<file path="src/rtl/seg7_pkg.sv">
`default_nettype none
// +----------------------------------------------------------------------------+
// | seg7_pkg : shared 7-segment types and the hex/segment pattern table        |
// | Rev 1.0                                                                    |
// +----------------------------------------------------------------------------+
package seg7_pkg;

  localparam int NUM_DIGITS = 4;

  typedef logic [6:0] seg_t;

  typedef enum logic [0:0] {
    ST_COLLECT = 1'b0,
    ST_PUBLISH = 1'b1
  } state_t;

  // Index is the nibble value; segment order is {A,B,C,D,E,F,G}, A in the MSB.
  localparam seg_t c_seg_table [16] = '{
    7'h7E, 7'h30, 7'h6D, 7'h79, 7'h33, 7'h5B, 7'h5F, 7'h70,
    7'h7F, 7'h7B, 7'h77, 7'h1F, 7'h4E, 7'h3D, 7'h4F, 7'h47
  };

endpackage
`default_nettype wire

</file>
<file path="src/rtl/seg7_scan_capture_if.sv">
`default_nettype none
// +----------------------------------------------------------------------------+
// | seg7_scan_capture_if : display bus in, captured frame out                  |
// | Rev 1.0                                                                    |
// +----------------------------------------------------------------------------+
interface seg7_scan_capture_if;
  import seg7_pkg::*;

  seg_t                  seg_i;
  logic [NUM_DIGITS-1:0] an_i;
  logic [15:0]           value_o;
  logic [NUM_DIGITS-1:0] digit_err_o;
  logic                  valid_o;

  modport master (
    output seg_i, an_i,
    input  value_o, digit_err_o, valid_o
  );

  modport slave (
    input  seg_i, an_i,
    output value_o, digit_err_o, valid_o
  );
endinterface
`default_nettype wire

</file>
<file path="src/rtl/seg7_to_hex.sv">
`default_nettype none
// +----------------------------------------------------------------------------+
// | seg7_to_hex : combinational segment-pattern to nibble decoder              |
// | Rev 1.0                                                                    |
// +----------------------------------------------------------------------------+
module seg7_to_hex
  import seg7_pkg::*;
(
  input  seg_t       i_seg,
  output logic [3:0] o_nibble,
  output logic       o_invalid
);

  always_comb begin
    o_nibble  = 4'h0;
    o_invalid = 1'b1;
    for (int i = 0; i < 16; i++) begin
      if (i_seg == c_seg_table[i]) begin
        o_nibble  = 4'(i);
        o_invalid = 1'b0;
      end
    end
  end

endmodule
`default_nettype wire

</file>
<file path="src/rtl/seg7_scan_capture.sv">
`default_nettype none
// +----------------------------------------------------------------------------+
// | seg7_scan_capture : recovers a 4-digit hex word from a multiplexed         |
// | 7-segment bus once every digit has been seen stable                        |
// | Rev 1.0                                                                    |
// +----------------------------------------------------------------------------+
module seg7_scan_capture
  import seg7_pkg::*;
#(
  parameter int STABLE_CYCLES = 4
) (
  input  logic               clk,
  input  logic               rst,
  seg7_scan_capture_if.slave bus
);

  localparam logic [7:0] c_stable    = 8'(STABLE_CYCLES);
  localparam logic [7:0] c_count_max = 8'hFF;

  state_t                r_state;
  state_t                w_state_next;
  logic [10:0]           r_prev_pair;
  logic [7:0]            r_count;
  logic [7:0]            w_count_next;
  logic [NUM_DIGITS-1:0] r_seen;
  logic [NUM_DIGITS-1:0] w_seen_next;
  logic [NUM_DIGITS-1:0] w_seen_capt;
  logic [15:0]           r_pend_value;
  logic [NUM_DIGITS-1:0] r_pend_err;
  logic [15:0]           r_value;
  logic [NUM_DIGITS-1:0] r_digit_err;
  logic                  r_valid;

  logic [10:0]           w_pair;
  logic                  w_legal;
  logic                  w_same;
  logic                  w_capture;
  logic                  w_publish;
  logic [1:0]            w_digit;
  logic [3:0]            w_nibble;
  logic                  w_invalid;

  seg7_to_hex u_decode (
    .i_seg     (bus.seg_i),
    .o_nibble  (w_nibble),
    .o_invalid (w_invalid)
  );

  assign w_pair  = {bus.seg_i, bus.an_i};
  assign w_legal = $onehot(bus.an_i);
  assign w_same  = (w_pair == r_prev_pair);

  always_comb begin
    w_count_next = 8'd0;
    if (w_legal) begin
      if (!w_same)
        w_count_next = 8'd1;
      else if (r_count == c_count_max)
        w_count_next = r_count;
      else
        w_count_next = r_count + 8'd1;
    end
  end

  // A saturated run sitting at the threshold must not re-capture.
  assign w_capture   = w_legal && (w_count_next == c_stable) && !(w_same && (r_count == c_stable));
  assign w_seen_capt = w_capture ? bus.an_i : '0;

  always_comb begin
    w_digit = 2'd0;
    for (int i = 0; i < NUM_DIGITS; i++) begin
      if (bus.an_i[i])
        w_digit = 2'(i);
    end
  end

  always_comb begin
    w_state_next = r_state;
    w_publish    = 1'b0;
    w_seen_next  = r_seen | w_seen_capt;
    case (r_state)
      ST_COLLECT: begin
        if ((r_seen | w_seen_capt) == '1)
          w_state_next = ST_PUBLISH;
      end
      ST_PUBLISH: begin
        // A capture on this edge belongs to the next frame.
        w_publish    = 1'b1;
        w_seen_next  = w_seen_capt;
        w_state_next = ST_COLLECT;
      end
      default: w_state_next = ST_COLLECT;
    endcase
  end

  always_ff @(posedge clk) begin
    if (rst) begin
      r_state      <= ST_COLLECT;
      r_prev_pair  <= '0;
      r_count      <= '0;
      r_seen       <= '0;
      r_pend_value <= '0;
      r_pend_err   <= '0;
      r_value      <= '0;
      r_digit_err  <= '0;
      r_valid      <= 1'b0;
    end else begin
      r_state     <= w_state_next;
      r_prev_pair <= w_pair;
      r_count     <= w_count_next;
      r_seen      <= w_seen_next;
      r_valid     <= w_publish;
      if (w_capture) begin
        r_pend_value[{w_digit, 2'b00} +: 4] <= w_nibble;
        r_pend_err[w_digit]                 <= w_invalid;
      end
      if (w_publish) begin
        r_value     <= r_pend_value;
        r_digit_err <= r_pend_err;
      end
    end
  end

  assign bus.value_o     = r_value;
  assign bus.digit_err_o = r_digit_err;
  assign bus.valid_o     = r_valid;

endmodule
`default_nettype wire

</file>
<file path="src/flat_wrapper.sv">
// flat-port wrapper written by rule: the top's interface ports become plain ports
module seg7_scan_capture_flat import seg7_pkg::*;
#(
  parameter int STABLE_CYCLES = 4
)
  (clk, rst, bus_seg_i, bus_an_i, bus_value_o, bus_digit_err_o, bus_valid_o);
  seg7_scan_capture_if bus_i ();
  input  logic clk;
  input  logic rst;
  input wire logic [$bits(bus_i.seg_i)-1:0] bus_seg_i;
  input wire logic [$bits(bus_i.an_i)-1:0] bus_an_i;
  output wire logic [$bits(bus_i.value_o)-1:0] bus_value_o;
  output wire logic [$bits(bus_i.digit_err_o)-1:0] bus_digit_err_o;
  output wire logic [$bits(bus_i.valid_o)-1:0] bus_valid_o;
  assign bus_i.seg_i = bus_seg_i;
  assign bus_i.an_i = bus_an_i;
  assign bus_value_o = bus_i.value_o;
  assign bus_digit_err_o = bus_i.digit_err_o;
  assign bus_valid_o = bus_i.valid_o;
  seg7_scan_capture #(.STABLE_CYCLES(STABLE_CYCLES)) u_core (.clk(clk), .rst(rst), .bus(bus_i));
endmodule
</file>
<file path="config.mk">
export PLATFORM = sky130hd
export DESIGN_NAME = seg7_scan_capture_flat
export DESIGN_NICKNAME = d
export VERILOG_FILES = /design/src/rtl/seg7_pkg.sv /design/src/rtl/seg7_scan_capture_if.sv /design/src/rtl/seg7_to_hex.sv /design/src/rtl/seg7_scan_capture.sv /design/src/flat_wrapper.sv
export SDC_FILE = /design/constraint.sdc
export NUM_CORES = 1
export LEC_CHECK = 0
export CAP_MARGIN = 0
export CORE_MARGIN = 1
export CORE_UTILIZATION = 40
export CTS_BUF_LIST = sky130_fd_sc_hd__clkbuf_16
export DETAILED_ROUTE_END_ITERATION = 10
export PLACE_DENSITY = 0.59
export SYNTH_ARGS = -nofsm -noshare
export SYNTH_HDL_FRONTEND = slang
export SYNTH_HIERARCHICAL = 1
export SYNTH_SLANG_ARGS = --single-unit
</file>
<file path="constraint.sdc">
create_clock -name clk -period 9.8 [get_ports clk]
set_input_delay 2.45 -clock clk [delete_from_list [all_inputs] [get_ports clk]]
set_output_delay 2.45 -clock clk [all_outputs]
set_load 0.01 [all_outputs]
</file>
== Word-level counts from Yosys, hierarchy flattened ==
Index checks and enable logic that the tools add are counted.

* Bits in registers: 65

* Reductions and logical operators: 5
* Bitwise operators: 2
* Eq/ne operators: 22
* Shift operators: 2
* $add $sub $neg: 5
* Mux-type cells: 46
* $lt $le $gt $ge: 2

{| class="wikitable"
|+ Operator list
! operator !! count
|-
| $eq A7 B7 Y1 const B || 12
|-
| $mux W4 || 16
|-
| $mux W8 || 3
|-
| $eq A7 B6 Y1 const B || 3
|-
| $mux W1 || 21
|-
| $bwmux W16 || 1
|-
| $eq A8 B3 Y1 const B || 2
|-
| $shift A4 B6 Y16 const A || 1
|-
| $shiftx A4 B6 Y16 || 1
|-
| $eq A11 B11 Y1 || 1
|-
| $add A8 B1 Y8 const B || 1
|-
| $eq A8 B8 Y1 const B || 1
|-
| $eq A7 B5 Y1 const B || 1
|-
| $neg A4 Y6 || 1
|-
| $add A1 B1 Y2 || 2
|-
| $bwmux W4 || 1
|-
| $eq A4 B4 Y1 const B || 1
|-
| $logic_and A1 B1 Y1 || 4
|-
| $mux W2 || 2
|-
| $or A4 B4 Y4 || 1
|-
| $add A3 B3 Y3 || 1
|-
| $eq A3 B1 Y1 const B || 1
|-
| $lt A2 B3 Y1 const B || 1
|-
| $demux W1 S2 || 1
|-
| other kinds (4) || 4
|}

== Depth between registers and ports, before layout ==
* Depth after elaboration: 18
* Depth in mapped cells: 14

== Cells and area by module ==
The synthesis kept the hierarchy.

{| class="wikitable"
|+ By module, submodules not included
! module !! area an instance (sq um) !! cells each !! times used
|-
| seg7_scan_capture || 2901.5 || 318 || 1
|-
| seg7_to_hex || 369.1 || 52 || 1
|}

== Worst setup path after synthesis ==
Ideal clock, no wire load.

* Path kind: input port to flip-flop
* From: input port bus_an_i[0]
* To: register u_core.r_pend_value[15]
* Path slack: 4.964 ns
* Arrival: 4.766 ns
* Stages on the path: 11
* Path through: inv_1 -> fa_1 -> inv_1 -> ha_1 -> ha_1 -> nor2_1 -> nand2_1 -> nor3_4 -> nand3_4 -> or4_1 -> a21oi_1

* Longest elaborated chain between the ends: 7

{| class="wikitable"
|+ RTL lines
! what !! RTL line !! text
|-
| start: declaration || flat_wrapper.sv:11 || <nowiki>input wire logic [$bits(bus_i.an_i)-1:0] bus_an_i;</nowiki>
|-
| $add A1 B1 Y2 (not written as such) || seg7_scan_capture.sv:50 || <nowiki>assign w_legal = $onehot(bus.an_i);</nowiki>
|-
| $add A3 B3 Y3 (not written as such) || seg7_scan_capture.sv:50 ||
|-
| $eq A3 B1 Y1 || seg7_scan_capture.sv:50 ||
|-
| $mux W8 || seg7_scan_capture.sv:55 || <nowiki>if (w_legal) begin</nowiki>
|-
| $eq A8 B3 Y1 || seg7_scan_capture.sv:66 || <nowiki>assign w_capture = w_legal && (w_count_next == c_stable) && !(w_same && (r_count == c_stable));</nowiki>
|-
| $logic_and A1 B1 Y1 || seg7_scan_capture.sv:66 ||
|-
| $logic_and A1 B1 Y1 * || seg7_scan_capture.sv:66 ||
|-
| end signal: indexed assignment || seg7_scan_capture.sv:114 || <nowiki>r_pend_value[{w_digit, 2'b00} +: 4] <= w_nibble;</nowiki>
|-
| end: declaration || seg7_scan_capture.sv:28 || <nowiki>logic [15:0] r_pend_value;</nowiki>
|}

Every way passes the cells marked *; elsewhere a longest branch is shown, timed or not.
A chain may end at the register's enable or synchronous reset.

== Worst setup path after layout ==
* From: input port bus_an_i[0]
* To: register u_core.r_state

* Longest elaborated chain between the ends: 12

{| class="wikitable"
|+ RTL lines
! what !! RTL line !! text
|-
| $add A1 B1 Y2 (not written as such) || seg7_scan_capture.sv:50 ||
|-
| $add A3 B3 Y3 (not written as such) || seg7_scan_capture.sv:50 ||
|-
| $eq A3 B1 Y1 || seg7_scan_capture.sv:50 ||
|-
| $mux W8 || seg7_scan_capture.sv:55 ||
|-
| $eq A8 B3 Y1 || seg7_scan_capture.sv:66 ||
|-
| $logic_and A1 B1 Y1 (2 in series) || seg7_scan_capture.sv:66 ||
|-
| $mux W4 * || seg7_scan_capture.sv:67 || <nowiki>assign w_seen_capt = w_capture ? bus.an_i : '0;</nowiki>
|-
| $or A4 B4 Y4 * || seg7_scan_capture.sv:83 || <nowiki>if ((r_seen | w_seen_capt) == '1)</nowiki>
|-
| $eq A4 B4 Y1 * || seg7_scan_capture.sv:83 ||
|-
| $mux W1 * || seg7_scan_capture.sv:83 ||
|-
| $pmux W1 S2 * || seg7_scan_capture.sv:81 || <nowiki>case (r_state)</nowiki>
|-
| end signal: assignment || seg7_scan_capture.sv:108 || <nowiki>r_state <= w_state_next;</nowiki>
|-
| end: declaration || seg7_scan_capture.sv:20 || <nowiki>state_t r_state;</nowiki>
|}

Marked as above.

==> impl_metrics.tcl <==
set metrics [dict create \
    insertion_delay_ps 320 \
    fp.dieH_um 92.4 \
    drt_wl_total_um 6820 \
    grt_max_degree 60 \
    period_minus_slack_ps 5430 \
    reg2reg_to "u_core/r_state" \
    firstDrtPassIters 4 \
    power_density_nw_per_um2 159 \
    p_int_uw 477 \
    p_clk_frac 0.493 \
    grtUsageTotal 0.171 \
    numCtsBuffers 9 \
    crit_fanout 23 \
    synth_async_sr_flop_share 0 \
    seq_area_frac_synth 0.398 \
    vias 2585 \
    cts_tree "done" \
    critPathTopFamily "simple AND/OR/NAND/NOR gates" \
    drcViolationCount 0 \
    path_clk_slew_ps 50 \
    fin_skew_ps 6.45 \
    netlist_instances 370 \
    postRouteAntennaNets 0 \
    cts_resized 0 \
    routabilityCongestion 0.890 \
    grt_pass1_vias 2382 \
    tns_ps 0 \
    vdd_drop_max_mv 0.0925 \
    rsz0062_at_grt "false" \
    dp_hpwl_um 4600 \
    finalHoldViolations 0 \
    viasPerCell 5.20 \
    crit_type "input port to flip-flop" \
    syn2layout_area_growth_pct 17.8 \
    slew_headroom 0.310 \
    worst_pin_slew_ps 1040 \
    start_kind "input port" \
    initial_core_util 0.419 \
    fmax_mhz 184 \
    postCtsHoldBufs 0 \
    sw_frac_of_total 0.223 \
    maxCapViolCount 0 \
    root_buffer "clkbuf_16" \
    worstPathArrival_ps 5660 \
    antenna_found_initial 0 \
    reg2reg_slack_ps 6850 \
    drv_slew 0 \
    place.port_buffers 33 \
    clockBufferDepth 2 \
    cts_sinks 65 \
    final_cell_mix "dfxtp_1, nor2_1, clkdlybuf4s50_1" \
    fin_crit_sh 0.554 \
    synth_warnings 6 \
    drt_iter0_drc 135 \
    min_from "u_core/r_pend_value[9]" \
    seq_power_share 0.439 \
    synth.net_count 393 \
    grt_overflow_total 0 \
    crit_slowest_cell "fa_1" \
    hold_depth 2 \
    wl_per_cell_um 13.7 \
    setup_ws_ps 4370 \
    ys_types 59 \
    ys_seq_elements 65 \
    r2r-start "u_core/r_count[0]" \
    required_ps 10030 \
    final_nets 413 \
    hold_path_class "flip-flop to flip-flop" \
    grt_pass1_wl_um 11400 \
    post_cts_buffers 0 \
    slowest_delay_ps 550 \
    place_inst 481 \
    syn-cell-area_sq_um 3270 \
    setup_viol 0 \
    drive_above_1_share 0.0734 \
    outcome "complete, no violations" \
    core_area_sq_um 7810 \
    diodes 0 \
    syn_area_per_cell_sq_um 8.84 \
    rows 32 \
    rr_worst_depth 8 \
    p_switching_uw 137 \
    crit_buf_inv 3 \
    crit_path_end_kind "flip-flop" \
    fill_cells 744 \
    instances_no_fill 497 \
    layout_commonest_cell "dfxtp_1" \
    preCtsSetupSlack_ps 4030 \
    synth-edff-count 0 \
    cts_max_level 3 \
    min_to "u_core/r_pend_value[9]" \
    cellLeakagePower_nw 1.35 \
    ios 34 \
    path_cells "clkdlybuf4s50_1, inv_1, fa_1, inv_1, ha_1, ha_1, nor2_1, nand2_1, nor3_4, and2_2, a21oi_1, nor4b_1" \
    p_comb_frac 0.068 \
    die_area_sq_um 8540 \
    synth_top_flop_cell "dfxtp_1" \
    die_width_um 92.4 \
]
[registers in the layout (all words and copies together) (netlist names), 4 cells and up]
register                count
u_core/bus.digit_err_o      4
u_core/bus.value_o         16
u_core/r_count              8
u_core/r_pend_err           4
u_core/r_pend_value        16
u_core/r_prev_pair         11
u_core/r_seen               4
[per-layer routing]
layer  vias up  global-route usage  share of wire
li1       1351                   -              -
met1      1184               0.230           0.51
met2        41               0.249           0.43
met3         9              0.0452          0.036
met4         0              0.0885          0.018
met5         -                   0              0
[cells by family after synthesis]
group / Yosys count / share of synthesized area
and+or+nand+nor: 160 / 0.267
DFF: 65 / 0.398
AOI/OAI and AO/OA: 58 / 0.112
buffers and inverters: 37 / 0.0643
muxes: 24 / 0.0750
xor gates and xnor gates: 16 / 0.0428
adders and majority gates: 10 / 0.0406
[cells in the mapped netlist (3+ instances only)]
| cell type | instances | share of area |
|---|---|---|
| o21ai_0 | 5 | 0.0076 |
| a21oi_1 | 29 | 0.044 |
| nor2_1 | 42 | 0.048 |
| nand2_1 | 28 | 0.032 |
| nand3_1 | 15 | 0.023 |
| buf_2 | 3 | 0.0046 |
| nor2b_1 | 14 | 0.027 |
| nand4_1 | 18 | 0.034 |
| dfxtp_1 | 65 | 0.40 |
| xor2_1 | 12 | 0.032 |
| buf_6 | 6 | 0.021 |
| nor4_1 | 3 | 0.0057 |
| buf_4 | 6 | 0.014 |
| a41oi_1 | 3 | 0.0080 |
| inv_1 | 12 | 0.014 |
| and3_1 | 3 | 0.0057 |
| xnor2_1 | 4 | 0.011 |
| mux2i_1 | 23 | 0.070 |
| or3_1 | 3 | 0.0057 |
| a31oi_1 | 3 | 0.0057 |
| ha_1 | 9 | 0.034 |
| nor3_1 | 13 | 0.020 |
| buf_1 | 4 | 0.0046 |
| clkbuf_1 | 6 | 0.0069 |
[worst max path at each step]
stage | startpoint | end | slack (ps) | cells past startpoint
after floorplan | bus_an_i[0] | u_core/r_pend_value[15] | 4960 | 11
after global placement | bus_an_i[0] | u_core/r_state | 4150 | 12
after detailed placement | bus_an_i[0] | u_core/r_state | 4030 | 12
after CTS | bus_an_i[0] | u_core/r_state | 4370 | 12
after global routing | bus_an_i[0] | u_core/r_state | 4030 | 12
final | bus_an_i[0] | u_core/r_state | 4370 | 12
[power groups by stage]
stage | Clock [mW] | Sequential [mW] | Combinational (mW)
final | 0.303 | 0.270 | 0.0419
after floorplan | 0 | 0.274 | 0.0315
after detailed placement | 0 | 0.275 | 0.0417
after global placement | 0 | 0.275 | 0.0414
after CTS | 0.312 | 0.269 | 0.0421
after global routing | 0.326 | 0.270 | 0.0469
[area by class of cell]
class / instances / area, sq um / share of cell area
clock buffers: 9 / 225 / 0.0584
inverters: 12 / 45.0 / 0.0117
flip-flops and latches: 65 / 1300 / 0.338
clock inverters: 7 / 62.6 / 0.0162
repair buffers: 34 / 333 / 0.0864
multi-input cells: 268 / 1760 / 0.456
well taps: 102 / 128 / 0.0331
[per-stage QoR]
stage	util	hold WS, ps	power (mW)	area (sq um)
finish	0.494	453	0.614	3850
global route	0.494	476	0.642	3850
CTS	0.494	457	0.624	3850
detailed placement	0.457	449	0.317	3570
global placement	0.457	446	0.317	3570
floorplan	-	432	0.305	3270
[worst register-to-register path: stages, from the launching register on]
cell,delay [ps]
dfxtp_1,510
ha_1,330
and3_1,330
nand2_1,150
a21oi_1,280
nor3b_4,400
and2_2,470
a21oi_1,120
nor4b_1,270
(Power assumes the default switching activity.)
==> patch 1: new RTL, same flow settings <==
`c_count_max`: 8'hFF -> 8'h7F.
--- a/src/rtl/seg7_scan_capture.sv
+++ b/src/rtl/seg7_scan_capture.sv
@@ -15,7 +15,7 @@
 );
 
   localparam logic [7:0] c_stable    = 8'(STABLE_CYCLES);
-  localparam logic [7:0] c_count_max = 8'hFF;
+  localparam logic [7:0] c_count_max = 8'h7F;
 
   state_t                r_state;
   state_t                w_state_next;
Check against the original RTL: no difference found for any inputs over 10 cycles, from zero or initial values and one cycle with rst high; that may be too few to reach the edited logic, so the function may still have changed.
==> patch 1 against the original RTL <==
Clock power fell by 11%. Sequential cell count did not move. Maximum frequency shrank 5.7%. Worst setup slack got worse by 0.33 ns. First-iteration DRC count is 1.5% lower. Clock skew is essentially flat. Synthesized area is 5.2% higher. Global-route usage increased by 0.42 points. Power shrank 4.8%. Wire length grew 3.9%. Highest routed layer unchanged. Design area increased by 3.7%.
==> patch 1: results (changes against the original RTL) <==
{
  "setup_path": {
    "timing.reg2reg.setup_slack": {"value": 6.78, "unit": "ns", "change": "was 6.85 ns"},
    "worstPathMaxFanout": {"value": 27, "change": "was 23"},
    "ff2ff_path_depth": {"value": 7, "change": "was 8"},
    "critical_path.startpoint": {"value": "bus_an_i[1]", "change": "was bus_an_i[0]"}
  },
  "finish": {
    "layout.core_utilization": {"value": 48.4, "unit": "%", "change": "was 49.4%"},
    "final_layout_size_suffix_gt1_share": {"value": 7.37, "unit": "%", "change": "was 7.34%"},
    "area_share_nonclk_buffers": {"value": 8.33, "unit": "%", "change": "was 8.64%"},
    "final-clk-cell-share": {"value": 6.36, "unit": "%", "change": "was 7.47%"},
    "multiInputGateArea": {"value": 1930, "unit": "um2", "change": "was 1760 um2"},
    "nFillCells": {"value": 814, "change": "was 744"}
  },
  "synthesis": {
    "synth.yosys.seq_area_share": {"value": 37.8, "unit": "%", "change": "was 39.8%"},
    "synth_fa_ha_area_share": {"value": 4.58, "unit": "%", "change": "was 4.06%"},
    "mappedNetlistNets": {"value": 408, "change": "was 393"},
    "post_synth_mux_area_share": {"value": 6.98, "unit": "%", "change": "was 7.50%"},
    "synth_cell_type_count": {"value": 62, "change": "was 59"},
    "fraction_of_the_mapped_netlist_area_in_compound_gates": {"value": 14.0, "unit": "%", "change": "was 11.2%"}
  },
  "drt": {
    "routedLengthMet1": {"value": 3.52, "unit": "mm", "change": "was 3.51 mm"}
  },
  "placed_design": {
    "place.detailed.hpwl": {"value": 4.83, "unit": "mm", "change": "was 4.60 mm"},
    "dpl_cell_area": {"value": 3740, "unit": "um2", "change": "was 3570 um2"},
    "place.detailed.instances": {"value": 497, "change": "was 481"},
    "post_place_worst_slack": {"value": 3.75, "unit": "ns", "change": "was 4.03 ns"}
  },
  "timing": {
    "worst-slew-pin-transition": {"value": 1.03, "unit": "ns", "change": "was 1.04 ns"}
  },
  "outcome": {
    "outcome": {"value": "finished, final reports clean", "change": "unchanged"}
  },
  "grt": {
    "grt_pass1_vias": {"value": 2515, "change": "was 2,382"},
    "grt.met2_usage": {"value": 26.6, "unit": "%", "change": "was 24.9%"},
    "grt_util_met1": {"value": 24.2, "unit": "%", "change": "was 23.0%"},
    "grt.met3_usage": {"value": 4.11, "unit": "%", "change": "was 4.52%"}
  },
  "power_and_ir_drop": {
    "vdd.ir_drop.worst": {"value": 0.0649, "unit": "mV", "change": "was 0.0925 mV"},
    "total_power": {"value": 0.585, "unit": "mW", "change": "was 0.614 mW"}
  },
  "hold_path": {
    "hp-start": {"value": "u_core/r_seen[1]", "change": "was u_core/r_pend_value[9]"}
  }
}
==> patch 1: cell count changes after synthesis, sizes merged, moves of 3 or more <==
cell and change:
nand2 -21, o21ai +17, and2 +15, xor2 -12, xnor2 +10, nand2b +6, nor3 -6, nand4 +5
nand3 -4, nor2 -3, nor2b -3
==> patch 1: critical path: stages <==
cell and delay [ns]:
sky130_fd_sc_hd__clkdlybuf4s50_1 0.57, sky130_fd_sc_hd__inv_1 0.10, sky130_fd_sc_hd__fa_1 0.50, sky130_fd_sc_hd__inv_1 0.04
sky130_fd_sc_hd__ha_1 0.17, sky130_fd_sc_hd__ha_1 0.26, sky130_fd_sc_hd__or3b_1 0.44, sky130_fd_sc_hd__a2111oi_4 0.22
sky130_fd_sc_hd__o21ai_2 0.12, sky130_fd_sc_hd__nor2_4 0.50, sky130_fd_sc_hd__nand3_1 0.22, sky130_fd_sc_hd__a2111oi_2 0.38
==> patch 2: new RTL, same flow settings <==
Made on the original files. Make the reset (`rst`) asynchronous in one clocked block.
--- a/src/rtl/seg7_scan_capture.sv
+++ b/src/rtl/seg7_scan_capture.sv
@@ -93,7 +93,7 @@
     endcase
   end
 
-  always_ff @(posedge clk) begin
+  always_ff @(posedge clk or posedge rst) begin
     if (rst) begin
       r_state      <= ST_COLLECT;
       r_prev_pair  <= '0;
Behaviour: same outputs for any inputs over 10 cycles, from zero or initial values and one cycle with rst high; that may be too few to reach the edited logic, so the function may still have changed.
==> patch 2 against the original RTL <==
Design area is 4.2% higher. Critical endpoint is now u_core/r_pend_err[1]. Synthesized area up 2.6%. Sequential share of layout area up 6.7 points. Power rose by 0.24%. Highest routed layer unchanged. Global-route usage shrank 0.69 points. Wire length shrank 6.2%. Worst setup slack got worse by 0.24 ns. Sequential cell count did not move. Critical path depth unchanged. Combinational power increased by 2%.
==> patch 2: results (changes against the original RTL) <==
{
  "drt": {
    "first_iter_violations": {"value": 139, "change": "was 135"},
    "viasPerCell": {"value": 5.25, "change": "was 5.20"},
    "routed_wl": {"value": 6.40, "unit": "mm", "change": "was 6.82 mm"}
  },
  "grt": {
    "grt_usage": {"value": 16.4, "unit": "%", "change": "was 17.1%"},
    "grt_first_pass_wirelength": {"value": 10.9, "unit": "mm", "change": "was 11.4 mm"},
    "grt_start_max_net_pins": {"value": 66, "change": "was 60"},
    "grt_pass1_vias": {"value": 2270, "change": "was 2,382"}
  },
  "synthesis": {
    "synthesis.yosys.warnings": {"value": 6, "change": "unchanged"},
    "synth.yosys.seq_area_share": {"value": 48.5, "unit": "%", "change": "was 39.8%"},
    "synth_cell_type_count": {"value": 58, "change": "was 59"},
    "mappedNetlistNets": {"value": 331, "change": "was 393"},
    "ys_top_cells_by_area": {"value": "sky130_fd_sc_hd__dfrtp_1, sky130_fd_sc_hd__mux2_2, sky130_fd_sc_hd__mux2i_1, sky130_fd_sc_hd__ha_1, sky130_fd_sc_hd__inv_1", "change": "was sky130_fd_sc_hd__dfxtp_1, sky130_fd_sc_hd__mux2i_1, sky130_fd_sc_hd__nor2_1, sky130_fd_sc_hd__a21oi_1, sky130_fd_sc_hd__ha_1"},
    "netlist_top_cells_count": {"value": "sky130_fd_sc_hd__dfrtp_1, sky130_fd_sc_hd__mux2_2, sky130_fd_sc_hd__inv_1", "change": "was sky130_fd_sc_hd__dfxtp_1, sky130_fd_sc_hd__nor2_1, sky130_fd_sc_hd__a21oi_1"},
    "async_flop_share": {"value": 100, "unit": "%", "change": "was 0%"}
  },
  "placed_design": {
    "place.detailed.hpwl": {"value": 4.29, "unit": "mm", "change": "was 4.60 mm"},
    "gpl.final_weighted_congestion": {"value": 0.797, "change": "was 0.890"},
    "dpl_cell_area": {"value": 3740, "unit": "um2", "change": "was 3570 um2"}
  },
  "setup_path": {
    "worstPathMaxFanout": {"value": 8, "change": "was 23"},
    "critical_path_arrival": {"value": 5.88, "unit": "ns", "change": "was 5.66 ns"}
  },
  "power_and_ir_drop": {
    "leakagePower": {"value": 1.90, "unit": "nW", "change": "was 1.35 nW"},
    "vdd.ir_drop.worst": {"value": 0.0734, "unit": "mV", "change": "was 0.0925 mV"},
    "p_sw_share": {"value": 22.2, "unit": "%", "change": "was 22.3%"}
  },
  "timing": {
    "fin_skew": {"value": 0.00427, "unit": "ns", "change": "was 0.00645 ns"},
    "max_slew_margin": {"value": 30.5, "unit": "%", "change": "was 31.0%"}
  },
  "finish": {
    "final_layout_size_suffix_gt1_share": {"value": 15.7, "unit": "%", "change": "was 7.34%"},
    "nFillCells": {"value": 771, "change": "was 744"},
    "layout.nets": {"value": 362, "change": "was 413"}
  },
  "outcome": {
    "outcome": {"value": "finished, final reports clean", "change": "unchanged"}
  }
}
-- patch 2: cell count changes in the layout (fill, tap and decap cells not counted), sizes merged, moves of 11 or more --
cell	unedited run	this run
dfrtp	0	65
dfxtp	65	0
nor2	42	13
mux2	1	29
a21oi	29	8
inv	13	29
nand4	19	4
nor2b	14	1
mux2i	23	12
-- patch 2: stage by stage --
step / utilization, % / cells
global placement: 45.7 / 433
global route: 49.1 / 448
floorplan: - / 308
detailed placement: 45.7 / 433
finish: 49.1 / 448
CTS: 49.1 / 448
-- patch 2: cell families after synthesis --
family,synth area share [%]
AND/OR/NAND/NOR,15.8
flip-flops,48.5
AO/OA/AOI/OAI,9.17
buffers and inverters,5.67
multiplexers,13.3
XOR/XNOR,3.65
adder cells (fa/ha/maj),3.95
-- patch 2: metal layers --
metal  global-route usage [%]  vias to the layer above  part of all wire [%]
met1                     22.7                     1139                    50
met5                        0                        -                     0
li1                         -                     1155                     -
met2                     24.1                       48                    45
met3                     3.41                        9                   3.3
met4                     8.46                        0                   1.8
-- patch 2: worst max-delay path: stages --
cell	delay (ns)
sky130_fd_sc_hd__clkdlybuf4s50_1	0.56
sky130_fd_sc_hd__inv_1	0.09
sky130_fd_sc_hd__fa_1	0.53
sky130_fd_sc_hd__inv_1	0.04
sky130_fd_sc_hd__ha_1	0.17
sky130_fd_sc_hd__ha_1	0.26
sky130_fd_sc_hd__or3b_1	0.43
sky130_fd_sc_hd__a311oi_1	0.26
sky130_fd_sc_hd__nand2_1	0.13
sky130_fd_sc_hd__nor3_4	0.41
sky130_fd_sc_hd__nand3_2	0.23
sky130_fd_sc_hd__mux2_2	0.32
-- patch 2: worst paths after layout --
path                                        start                      to  slack, ns  cells past startpoint
min in group asynchronous                     rst   u_core/bus.value_o[0]       2.69                      3
max                                   bus_an_i[0]    u_core/r_pend_err[1]       4.13                     12
max in group asynchronous                     rst       u_core/r_count[3]       6.58                      3
min reg2reg                u_core/bus.value_o[10]  u_core/bus.value_o[10]       0.50                      1
min                        u_core/bus.value_o[10]  u_core/bus.value_o[10]       0.50                      1
max reg2reg                     u_core/r_count[0]    u_core/r_pend_err[1]       7.26                      7
-- patch 2: layout make-up --
| type | count | area share (%) |
|---|---|---|
| flip-flops and latches | 65 | 40.5 |
| multi-input cells | 201 | 38.3 |
| repair buffers | 34 | 8.41 |
| clock buffers | 9 | 5.61 |
| well taps | 105 | 3.27 |
| inverters | 28 | 2.62 |
| clock inverters | 6 | 1.28 |
-- patch 2: power by group through the flow --
stage	registers, mW	clock network [mW]	logic (mW)
after floorplan	0.278	0	0.0295
after global placement	0.279	0	0.0428
after detailed placement	0.279	0	0.0432
after CTS	0.274	0.307	0.0435
after global routing	0.274	0.322	0.0493
final	0.274	0.299	0.0428
